`src/rtl/ram64_loader.sv`:
```
// ram64_loader: fills a 64 x 16 RAM64 from an 8-bit valid/ready byte stream.
// Big-endian byte pairs become words written to addresses 0..N-1, then every
// written word is read back and its sum compared against the write sum.
module ram64_loader (
   input  logic        clk,
   input  logic        reset,
   input  logic        start,
   input  logic [6:0]  count,
   input  logic [7:0]  byte_in,
   input  logic        byte_valid,
   output logic        byte_ready,
   output logic [15:0] ram_in,
   output logic [5:0]  ram_sel,
   output logic        ram_load,
   input  logic [15:0] ram_out,
   output logic        busy,
   output logic        done,
   output logic        error,
   output logic [15:0] checksum
);

   localparam logic [2:0] st_idle   = 3'd0;
   localparam logic [2:0] st_hi     = 3'd1;
   localparam logic [2:0] st_lo     = 3'd2;
   localparam logic [2:0] st_write  = 3'd3;
   localparam logic [2:0] st_verify = 3'd4;
   localparam logic [2:0] st_done   = 3'd5;

   logic [2:0]  state_q, state_d;
   logic [6:0]  n_q, n_d;
   logic [5:0]  addr_q, addr_d;
   logic [15:0] data_q, data_d;
   logic [15:0] wsum_q, wsum_d;
   logic [15:0] vsum_q, vsum_d;
   logic        error_q, error_d;
   // Last values driven to RAM64, held while not writing or verifying
   logic [15:0] in_hold_q, in_hold_d;
   logic [5:0]  sel_hold_q, sel_hold_d;
   logic        last;

   // addr never exceeds N-1, so N = 64 stops at 63 without a 7-bit address
   assign last = ({1'b0, addr_q} == (n_q - 7'd1));

   // Next-state and datapath updates
   always_comb begin
      state_d    = state_q;
      n_d        = n_q;
      addr_d     = addr_q;
      data_d     = data_q;
      wsum_d     = wsum_q;
      vsum_d     = vsum_q;
      error_d    = error_q;
      in_hold_d  = in_hold_q;
      sel_hold_d = sel_hold_q;
      case (state_q)
         st_idle: begin
            if (start) begin
               n_d     = (count > 7'd64) ? 7'd64 : count;
               addr_d  = 6'd0;
               wsum_d  = 16'h0000;
               vsum_d  = 16'h0000;
               error_d = 1'b0;
               state_d = (count == 7'd0) ? st_done : st_hi;
            end
         end
         st_hi: begin
            if (byte_valid) begin
               data_d[15:8] = byte_in;
               state_d      = st_lo;
            end
         end
         st_lo: begin
            if (byte_valid) begin
               data_d[7:0] = byte_in;
               state_d     = st_write;
            end
         end
         st_write: begin
            wsum_d     = wsum_q + data_q;
            in_hold_d  = data_q;
            sel_hold_d = addr_q;
            if (last) begin
               addr_d  = 6'd0;
               state_d = st_verify;
            end else begin
               addr_d  = addr_q + 6'd1;
               state_d = st_hi;
            end
         end
         st_verify: begin
            vsum_d     = vsum_q + ram_out;
            sel_hold_d = addr_q;
            if (last) begin
               error_d = ((vsum_q + ram_out) != wsum_q);
               state_d = st_done;
            end else begin
               addr_d = addr_q + 6'd1;
            end
         end
         st_done: state_d = st_idle;
         default: state_d = st_idle;
      endcase
   end

   // State registers with synchronous reset
   always_ff @(posedge clk) begin
      if (reset) begin
         state_q    <= st_idle;
         n_q        <= 7'd0;
         addr_q     <= 6'd0;
         data_q     <= 16'h0000;
         wsum_q     <= 16'h0000;
         vsum_q     <= 16'h0000;
         error_q    <= 1'b0;
         in_hold_q  <= 16'h0000;
         sel_hold_q <= 6'd0;
      end else begin
         state_q    <= state_d;
         n_q        <= n_d;
         addr_q     <= addr_d;
         data_q     <= data_d;
         wsum_q     <= wsum_d;
         vsum_q     <= vsum_d;
         error_q    <= error_d;
         in_hold_q  <= in_hold_d;
         sel_hold_q <= sel_hold_d;
      end
   end

   // Outputs decoded from state and registers only
   always_comb begin
      byte_ready = (state_q == st_hi) || (state_q == st_lo);
      ram_load   = (state_q == st_write);
      ram_in     = (state_q == st_write) ? data_q : in_hold_q;
      ram_sel    = ((state_q == st_write) || (state_q == st_verify)) ? addr_q : sel_hold_q;
      busy       = (state_q != st_idle) && (state_q != st_done);
      done       = (state_q == st_done);
      error      = error_q;
      checksum   = wsum_q;
   end

endmodule

```
`config.mk`:
```
export PLATFORM = sky130hd
export DESIGN_NAME = ram64_loader
export DESIGN_NICKNAME = d
export VERILOG_FILES = /design/src/rtl/ram64_loader.sv
export SDC_FILE = /design/constraint.sdc
export NUM_CORES = 1
export LEC_CHECK = 0
export ABC_CLOCK_PERIOD_IN_PS = 3150
export BUFFER_PORTS_ARGS = -buffer_cell sky130_fd_sc_hd__buf_2
export CAP_MARGIN = 25
export CORE_UTILIZATION = 52
export CTS_CLUSTER_DIAMETER = 50
export DETAILED_ROUTE_END_ITERATION = 8
export PLACE_DENSITY_LB_ADDON = 0.3
export SLEW_MARGIN = 15
export SYNTH_ARGS = -nofsm -noshare
export SYNTH_HDL_FRONTEND = slang
export SYNTH_SLANG_ARGS = --single-unit
```
`constraint.sdc`:
```
create_clock -name clk -period 3.15 [get_ports clk]
set_input_delay 0.315 -clock clk [delete_from_list [all_inputs] [get_ports clk]]
set_output_delay 0.315 -clock clk [all_outputs]
set_load 0.01 [all_outputs]
```
== Word level (Yosys, flattened, before mapping) ==
Cells that the tools add are included.
Storage, ports and cells
  register bits after elaboration: 87
  ROM bits: 0
  word-level logic and storage cells: 66
  bits in latches: 0
  memories: 0
  RAM bits: 0
  bits of input ports: 35
Operators by class
  reductions and logical operators: 18
  shift operators: 0
  bitwise logic cells: 0
  muxes and demuxes: 20
  magnitude comparators: 1
  divide/modulo/power cells: 0
  add/sub/neg operators: 4
  equal/unequal tests: 13
  multiply operators: 0
Operators with widths (number)
  one-hot mux 16 bit (2 select lines): 2
  adder 16 bit: 2
  2-to-1 mux 16 bit: 2
  2-to-1 mux 6 bit: 4
  2-to-1 mux 3 bit: 6
  one-hot mux 6 bit (3 select lines): 1
  inequality test 16 bit: 1
  one-hot mux 3 bit (5 select lines): 1
  inequality test 2 bit, second input constant: 5
  AND reduction 2 bit: 5
  == test 6 x 7 -> 1 bit: 1
  greater-than comparator 7 bit, second input constant: 1
  logical NOT 7 bit: 1
  2-to-1 mux 7 bit: 1
  subtractor 7 x 1 -> 7 bit, second input constant: 1
  adder 6 x 1 -> 6 bit, second input constant: 1
  == test 3 x 2 -> 1 bit, second input constant: 2
  == test 3 bit, second input constant: 2
  AND reduction 3 bit: 2
  nonzero test 3 bit: 2
  AND reduction 4 bit: 1
  nonzero test 2 bit: 2
  == test 3 x 1 -> 1 bit, second input constant: 1
  logical NOT 3 bit: 1
  other kinds (6): 8

== Logic depth before layout (Yosys ltp) ==
Gate-level depths: netlist of run 1.
  word-level depth: 4
  depth in mapped cells: 11

== Least setup slack after synthesis of run 1 ==
OpenSTA, ideal clock, no wires.
  path kind: register to register
  start: register vsum_q[0]
  end: register error_q, in the netlist error
  required time: 3.026 ns
  arrival: 2.928 ns
  cell stages (with the launch flop): 12
  setup time: 0.124 ns
  slack: 0.099 ns
  path buffers: 0
  path through: dfxtp_1 ha_1 inv_1 fa_1 and2b_4 o2111ai_4 and3_4 or3b_1 a2111oi_0 or4b_1 nor4_1 a21oi_1
Between the ends
  word-level cells in the longest chain between the ends: 4
RTL lines
  start, declared: RTL line 34  | logic [15:0] vsum_q, vsum_d;
  start signal, assigned: RTL line 123  | vsum_q <= vsum_d;
  adder 16 bit: RTL line 94  | error_d = ((vsum_q + ram_out) != wsum_q);
  inequality test 16 bit: RTL line 94
  2-to-1 mux 1 bit: RTL line 93  | if (last) begin
  one-hot mux 1 bit (2 select lines): RTL line 55  | case (state_q)
  end signal, assigned: RTL line 124  | error_q <= error_d;
  end, declared: RTL line 35  | logic error_q, error_d;
Every way passes these cells. The select of a mux whose other input is x is not followed.
A chain may end at the register's enable or synchronous reset.

== Final worst setup path of run 1 ==
  start: register vsum_q[2]
  end: register vsum_q[15]
Between the ends
  word-level cells in the longest chain between the ends: 2
RTL lines
  adder 16 bit: RTL line 91  | vsum_d = vsum_q + ram_out;
  one-hot mux 16 bit (2 select lines): RTL line 55
Every way passes these cells.

==> summary.log, run 1 <==
[pwr] cell leakage power 2.78 nW
[clocking] CTS H-Tree Depth 3
[clocking] clock slew at reported path FFs 0.09 ns
[sta] Worst-Margin Slew 0.913 ns
[synth] count of flip-flops with a built-in enable after synthesis 0
[grt] grt total ovfl 0
[drt] overall routed net length 13.6 mm
[finish] synthesis-to-layout area growth 15.9%
[sta] Worst slew margin 38.9%
[finish] design area 0.00631 sq mm
[place] Buffers on Ports 77
[grt] all-layer global routing usage 25.7%
[synth] post-synth cell types 71
[drt] Final ANT Viol Nets 0
[floorplanning] core region area 0.00995 sq mm
[grt] number of global-route vias before repair 4870
[floorplanning] Die Span Y 104 um
[place] Placement Cell Area 0.00603 sq mm
[drt] number of vias in the routed layout 5140
[synth] sequential fraction of the synthesis area 32.0%
[sta] setup_tns 0 ns
[sta] final hold slack 0.200 ns
[critical_path] required time of the critical path 3.46 ns
[sta] Final period util 96.9%
[drt] post-detailed-route DRC marker count 0
[floorplanning] Total Die Area 0.0109 sq mm
[place] final weighted congestion of routability-driven global placement 0.947
[clocking] number of clock buffers inserted by TritonCTS 9
[finish] Inserted Diodes 0
[clocking] clock tree from TritonCTS done
[clocking] number of buffers on the longest clock path 2
[drt] wire per inst 15.4 um
[sta] setup repair after global routing missed its margin no
[synth] yosys synthesis warning count 0
[place] number of placed instances with taps included 864
[grt] global-route wire length before repair 22.7 mm
[flow_run] max-cap violation count 0
[sta] Fin. Hold Viols 0
[synth] post-synth net total 735
[critical_path] worst setup path category flip-flop to flip-flop
[synth] Async SR Flop Fraction 0%
[clocking] count of hold buffers inserted by post-cts repair 0
[grt] pin count of the biggest net entering global routing 43
[critical_path] critical path arrival 3.36 ns
[sta] Max Fclk 328 MHz
[critical_path] nature of the critical path startpoint flip-flop
[outcome] run status finished clean
[clocking] CTS sink cnt 87
[sta] crit path time final 3.05 ns
[drt] Iteration-0 DRC Markers 344
[finish] fin nets 812
[pwr] worst IR drop on VDD 0.332 mV
[finish] leading cell type in the layout, fill and taps excluded sky130_fd_sc_hd__nand2_1
[pwr] Power per Cell Area 341 mW/mm^2
[synth] post-synthesis average cell area 8.17 sq um
[sta] Worst Slack Setup Final 0.0979 ns
[sta] worst setup skew after layout 0.0121 ns
[synth] Most used DFF post-synth sky130_fd_sc_hd__dfxtp_1
[synth] flops & latches, synth 87
[critical_path] Worst setup EP type flip-flop
[floorplanning] die outline width 104 um
[sta] number of failing setup endpoints in the final timing report 0
[sta] number of pins with negative max-slew slack in the final report 0
[synth] netlist area before placement 0.00544 sq mm
[finish] proportion of layout cells with a drive suffix above 1 19.7%
[synth] number of instances in the synthesized netlist 666
[place] pre-CTS worst setup slack -0.164 ns
[critical_path] maximum fanout count along the critical path 5
[floorplanning] number of standard-cell rows in the floorplan 36
[finish] Finished Layout Cells 881
[floorplanning] Starting Density 54.6%
[finish] leading cell types in the layout, fill and taps excluded 87 x sky130_fd_sc_hd__nand2_1, 86 x sky130_fd_sc_hd__dfxtp_1, 77 x sky130_fd_sc_hd__buf_2
[worst_hold_path] Hold Crit Class primary input to flip-flop
[clocking] later-pin clock latency in the skew report 0.37 ns
[drt] number of iterations in the first detailed-routing pass 5
[drt] DR vias/cell 5.83
[place] half-perimeter wire length after detailed placement 10.3 mm
[grt] initial antenna violation count 0
[clocking] root buf cell sky130_fd_sc_hd__clkbuf_8
[floorplanning] Top-Level Pins 78
[finish] filler instances 867
[through the flow]
stage / util, % / power (W)
floorplan: - / 0.00136
global placement: 60.6 / 0.00144
detailed placement: 60.6 / 0.00145
CTS: 62.7 / 0.00217
global route: 63.3 / 0.00226
finish: 63.3 / 0.00215
[layout make-up]
type / count / area (sq um) / area share, %
clock buffers: 10 / 138 / 2.18
multi-input cells: 524 / 3570 / 56.6
clock inverters: 6 / 46.3 / 0.734
inverters: 19 / 71.3 / 1.13
flip-flops and latches: 87 / 1740 / 27.6
repair buffers: 102 / 573 / 9.09
well taps: 133 / 166 / 2.64
[power by group]
| part | internal (W) | total (W) | switching, W | leakage, nW |
|---|---|---|---|---|
| Combinational | 0.000119 | 0.000288 | 0.000170 | 1.99 |
| Sequential | 0.00112 | 0.00114 | 0.0000243 | 0.703 |
| Clock | 0.000310 | 0.000722 | 0.000412 | 0.0885 |
| Total | 0.00154 | 0.00215 | 0.000606 | 2.78 |
[path summary, 6_finish.rpt]
path / slack, ns / start / end / cells past startpoint
min reg2reg: 0.47 / in_hold_q[6]$_SDFF_PP0_ / in_hold_q[6]$_SDFF_PP0_ / 2
min: 0.20 / byte_in[3] / data_q[11]$_SDFFE_PP0P_ / 3
max: 0.1 / vsum_q[2]$_SDFFE_PP0P_ / vsum_q[15]$_SDFFE_PP0P_ / 10
max reg2reg: 0.1 / vsum_q[2]$_SDFFE_PP0P_ / vsum_q[15]$_SDFFE_PP0P_ / 10
[synth_stat cells, types with 4 or more instances]
master	count	share of area (%)
sky130_fd_sc_hd__a2111oi_0	6	0.97
sky130_fd_sc_hd__xnor2_1	26	4.2
sky130_fd_sc_hd__or2_2	4	0.46
sky130_fd_sc_hd__xnor3_1	4	1.7
sky130_fd_sc_hd__nand3b_1	11	1.5
sky130_fd_sc_hd__clkbuf_1	27	1.9
sky130_fd_sc_hd__nor2b_1	13	1.5
sky130_fd_sc_hd__mux2_2	6	1.2
sky130_fd_sc_hd__a31oi_1	9	1.0
sky130_fd_sc_hd__a21oi_1	56	5.2
sky130_fd_sc_hd__mux2i_1	11	2.0
sky130_fd_sc_hd__nand4_1	4	0.46
sky130_fd_sc_hd__xor2_1	18	2.9
sky130_fd_sc_hd__nor4_1	4	0.46
sky130_fd_sc_hd__nor2_1	68	4.7
sky130_fd_sc_hd__o21bai_1	4	0.55
sky130_fd_sc_hd__a211oi_1	5	0.69
sky130_fd_sc_hd__ha_1	32	7.4
sky130_fd_sc_hd__or3_1	6	0.69
sky130_fd_sc_hd__nand3_1	11	1.0
sky130_fd_sc_hd__nor3_1	16	1.5
sky130_fd_sc_hd__dfxtp_1	87	32
sky130_fd_sc_hd__nand2b_1	8	0.92
sky130_fd_sc_hd__inv_1	19	1.3
sky130_fd_sc_hd__nand2_1	87	6.0
sky130_fd_sc_hd__a22oi_1	20	2.8
sky130_fd_sc_hd__o21ai_0	14	1.3
sky130_fd_sc_hd__o211ai_1	5	0.69
sky130_fd_sc_hd__o31ai_1	7	0.97
sky130_fd_sc_hd__a21o_1	9	1.2
[routing by layer]
layer | global-route usage (%) | vias to the layer above | routed length (um)
li1 | - | 2538 | -
met1 | 31.8 | 2413 | 5980
met2 | 42.9 | 166 | 6510
met3 | 6.39 | 23 | 804
met4 | 10.1 | 0 | 301
met5 | 0 | - | 0
[critical path, stage by stage (launching register included)]
cell	delay [ns]
sky130_fd_sc_hd__dfxtp_1	0.32
sky130_fd_sc_hd__ha_1	0.37
sky130_fd_sc_hd__o21a_1	0.19
sky130_fd_sc_hd__a2111oi_0	0.11
sky130_fd_sc_hd__buf_4	0.16
sky130_fd_sc_hd__or3_1	0.39
sky130_fd_sc_hd__o211a_1	0.26
sky130_fd_sc_hd__or4b_1	0.53
sky130_fd_sc_hd__a31oi_1	0.23
sky130_fd_sc_hd__mux2_1	0.34
sky130_fd_sc_hd__nor2_1	0.08
[state kept, by name, summed over array words and instances (netlist names)]
register	cells
addr_q	6
checksum	16
data_q	16
error	1
in_hold_q	16
n_q	7
sel_hold_q	6
state_q	3
vsum_q	16
[cell families (layout without fill, tap and decap cells)]
kind of cell    count (synthesis)  in the layout  share of synthesized area, %
compound gates                165            165                          20.4
xor+xnor                       48             48                          8.74
fa+ha+maj                      34             34                          8.10
buf+inv                        55            137                          4.03
flops                          87             87                          32.0
mux                            18             18                          3.47
simple gates                  259            259                          23.2
[timing repair]
item / CTS / global route
resized for setup: 6 / 12
pin swaps: 0 / 5
setup buffers: 1 / 0
endpoints found under the setup margin: 1 / 2
No activity file was read; power rests on OpenSTA's default activity.
==> run 2: changes to the inputs <==
--- a/config.mk
+++ b/config.mk
@@ -10,6 +10,7 @@
 export CAP_MARGIN = 25
 export CORE_UTILIZATION = 52
 export CTS_CLUSTER_DIAMETER = 50
+export CTS_CLUSTER_SIZE = 8
 export DETAILED_ROUTE_END_ITERATION = 8
 export PLACE_DENSITY_LB_ADDON = 0.3
 export SLEW_MARGIN = 15
==> constraint.sdc (replaced) <==
create_clock -name clk -period 3.15 [get_ports clk]
set_input_delay 0.315 -clock clk [delete_from_list [all_inputs] [get_ports clk]]
set_output_delay 0.315 -clock clk [all_outputs]
set_load 0.05 [all_outputs]
==> summary.log, run 2 (synthesis results as in run 1) <==
[finish] filler instances 856
[drt] DR vias/cell 5.74
[finish] leading cell type in the layout, fill and taps excluded sky130_fd_sc_hd__nand2_1
[pwr] net switching power figure 0.000645 W
[clocking] root buf cell sky130_fd_sc_hd__clkbuf_8
[grt] pin count of the biggest net entering global routing 43
[finish] leading cell types in the layout, fill and taps excluded 87 x sky130_fd_sc_hd__nand2_1, 86 x sky130_fd_sc_hd__dfxtp_1, 77 x sky130_fd_sc_hd__buf_2
[critical_path] Worst setup EP type flip-flop
[critical_path] worst setup path category flip-flop to flip-flop
[grt] number of global-route vias before repair 4849
[drt] post-detailed-route DRC marker count 0
[drt] number of vias in the routed layout 5060
[sta] Final period util 97.4%
[clocking] clock tree from TritonCTS done
[outcome] run status finished clean
[pwr] Switching Fraction 28.6%
[floorplanning] Total Die Area 0.0109 sq mm
[pwr] Power per Cell Area 357 mW/mm^2
[grt] M1 GR Usage 31.4%
[critical_path] cells along the critical path ha_2 -> o21a_1 -> a2111oi_0 -> buf_4 -> or3_1 -> o211a_1 -> or4b_1 -> a31oi_2 -> mux2_1 -> nor2_1
[finish] Inserted Diodes 0
[pwr] cell leakage power 2.78 nW
[sta] crit path time final 3.07 ns
[drt] overall routed net length 13.6 mm
[pwr] worst IR drop on VDD 0.432 mV
[clocking] later-pin clock latency in the skew report 0.38 ns
[sta] Worst slew margin 39.2%
[floorplanning] Die Span Y 104 um
[grt] global routing usage on met2 44.7%
[sta] number of pins with negative max-slew slack in the final report 0
[sta] Worst-Margin Slew 0.909 ns
[critical_path] cell with the biggest individual delay on the critical path sky130_fd_sc_hd__or4b_1
[critical_path] critical path arrival 3.39 ns
[floorplanning] Top-Level Pins 78
[pwr] Seq pwr share 50.7%
[finish] synthesis-to-layout area growth 15.9%
[drt] number of iterations in the first detailed-routing pass 5
[grt] global routing met3 resource utilization 7.08%
[clocking] CTS sink cnt 87
[grt] grt total ovfl 0
[floorplanning] Starting Density 54.6%
[critical_path] nature of the critical path startpoint flip-flop
[floorplanning] number of standard-cell rows in the floorplan 36
[place] half-perimeter wire length after detailed placement 10.2 mm
[critical_path] kind of cell with the highest combined delay on the critical path simple AND/OR/NAND/NOR gates
[finish] fin nets 812
[place] Buffers on Ports 77
[grt] initial antenna violation count 0
[critical_path] maximum fanout count along the critical path 5
[clocking] number of buffers on the longest clock path 2
[critical_path] buffering stage count on the worst path with inverters included 1
[clocking] number of clock buffers inserted by TritonCTS 9
[grt] all-layer global routing usage 25.9%
[sta] worst setup skew after layout 0.0105 ns
[floorplanning] core region area 0.00995 sq mm
[clocking] CTS H-Tree Depth 3
[critical_path] required time of the critical path 3.47 ns
[drt] Final ANT Viol Nets 0
[pwr] share of power burned in combinational logic 13.5%
[drt] Iteration-0 DRC Markers 225
[sta] Max Fclk 326 MHz
[critical_path] Crit path largest cell delay 0.55 ns
[worst_hold_path] Hold Crit Class primary input to flip-flop
[clocking] clock slew at reported path FFs 0.09 ns
[pwr] internal power contribution 0.00161 W
[drt] wire per inst 15.4 um
[finish] proportion of layout cells with a drive suffix above 1 19.3%
[sta] setup_tns 0 ns
[pwr] Clock power frac 35.8%
[sta] Fin. Hold Viols 0
[grt] global-route wire length before repair 22.9 mm
[place] final weighted congestion of routability-driven global placement 0.948
[grt] global route hottest layer met2
[floorplanning] die outline width 104 um
[sta] number of failing setup endpoints in the final timing report 0
[sta] final hold slack 0.177 ns
[clocking] number of buffers inserted to repair setup after CTS 0
[flow_run] max-cap violation count 0
==> run 2: layer usage <==
metal,part of all wire (%),wire [um],vias to the layer above
li1,-,-,2532
met3,5.5,753,13
met2,48,6550,139
met5,0,0,-
met4,1.2,157,0
met1,45,6130,2376
==> run 2: power by group through the flow <==
stage,Clock (W),Combinational [W],Sequential [W]
after floorplan,0,0.000220,0.00116
after global placement,0,0.000290,0.00116
after detailed placement,0,0.000296,0.00117
after CTS,0.000823,0.000299,0.00114
after global routing,0.000876,0.000334,0.00114
final,0.000806,0.000305,0.00114
==> run 2: worst min-delay path: stages <==
cell                      delay (ns)
sky130_fd_sc_hd__buf_2          0.11
sky130_fd_sc_hd__nand2_1        0.05
sky130_fd_sc_hd__a21oi_1        0.05
==> run 2: area by class of cell <==
class / instances / area, sq um / share of cell area (%)
multi-input cells: 524 / 3550 / 56.4
flip-flops and latches: 87 / 1740 / 27.6
repair buffers: 102 / 573 / 9.09
well taps: 133 / 166 / 2.64
clock buffers: 10 / 128 / 2.02
inverters: 19 / 71.3 / 1.13
clock inverters: 6 / 70.1 / 1.11
==> run 2: stage by stage <==
stage | instance area [sq um] | std cells | power [W] | utilization, % | setup slack [ns]
after floorplan | 5440 | 666 | 0.00138 | - | 0.00732
after global placement | 6040 | 865 | 0.00145 | 60.6 | -0.122
after detailed placement | 6040 | 865 | 0.00146 | 60.6 | -0.234
after CTS | 6250 | 881 | 0.00226 | 62.8 | 0.0337
after global routing | 6300 | 881 | 0.00235 | 63.3 | -0.00271
final | 6300 | 881 | 0.00225 | 63.3 | 0.0814
==> run 2: repair_timing <==
action | CTS | global route
gates resized for setup | 6 | 10
hold buffers | 0 | 0
endpoints found under the setup margin | 1 | 3
pin swaps | 1 | 2
==> run 2: final timing paths <==
| check | from | to | slack [ns] | cells after the start |
|---|---|---|---|---|
| worst max-delay path | vsum_q[2]$_SDFFE_PP0P_ | vsum_q[15]$_SDFFE_PP0P_ | 0.08 | 10 |
| worst min-delay path | byte_in[2] | data_q[10]$_SDFFE_PP0P_ | 0.18 | 3 |
| worst max register to register | vsum_q[2]$_SDFFE_PP0P_ | vsum_q[15]$_SDFFE_PP0P_ | 0.08 | 10 |
| worst min register to register | in_hold_q[12]$_SDFF_PP0_ | in_hold_q[12]$_SDFF_PP0_ | 0.47 | 2 |
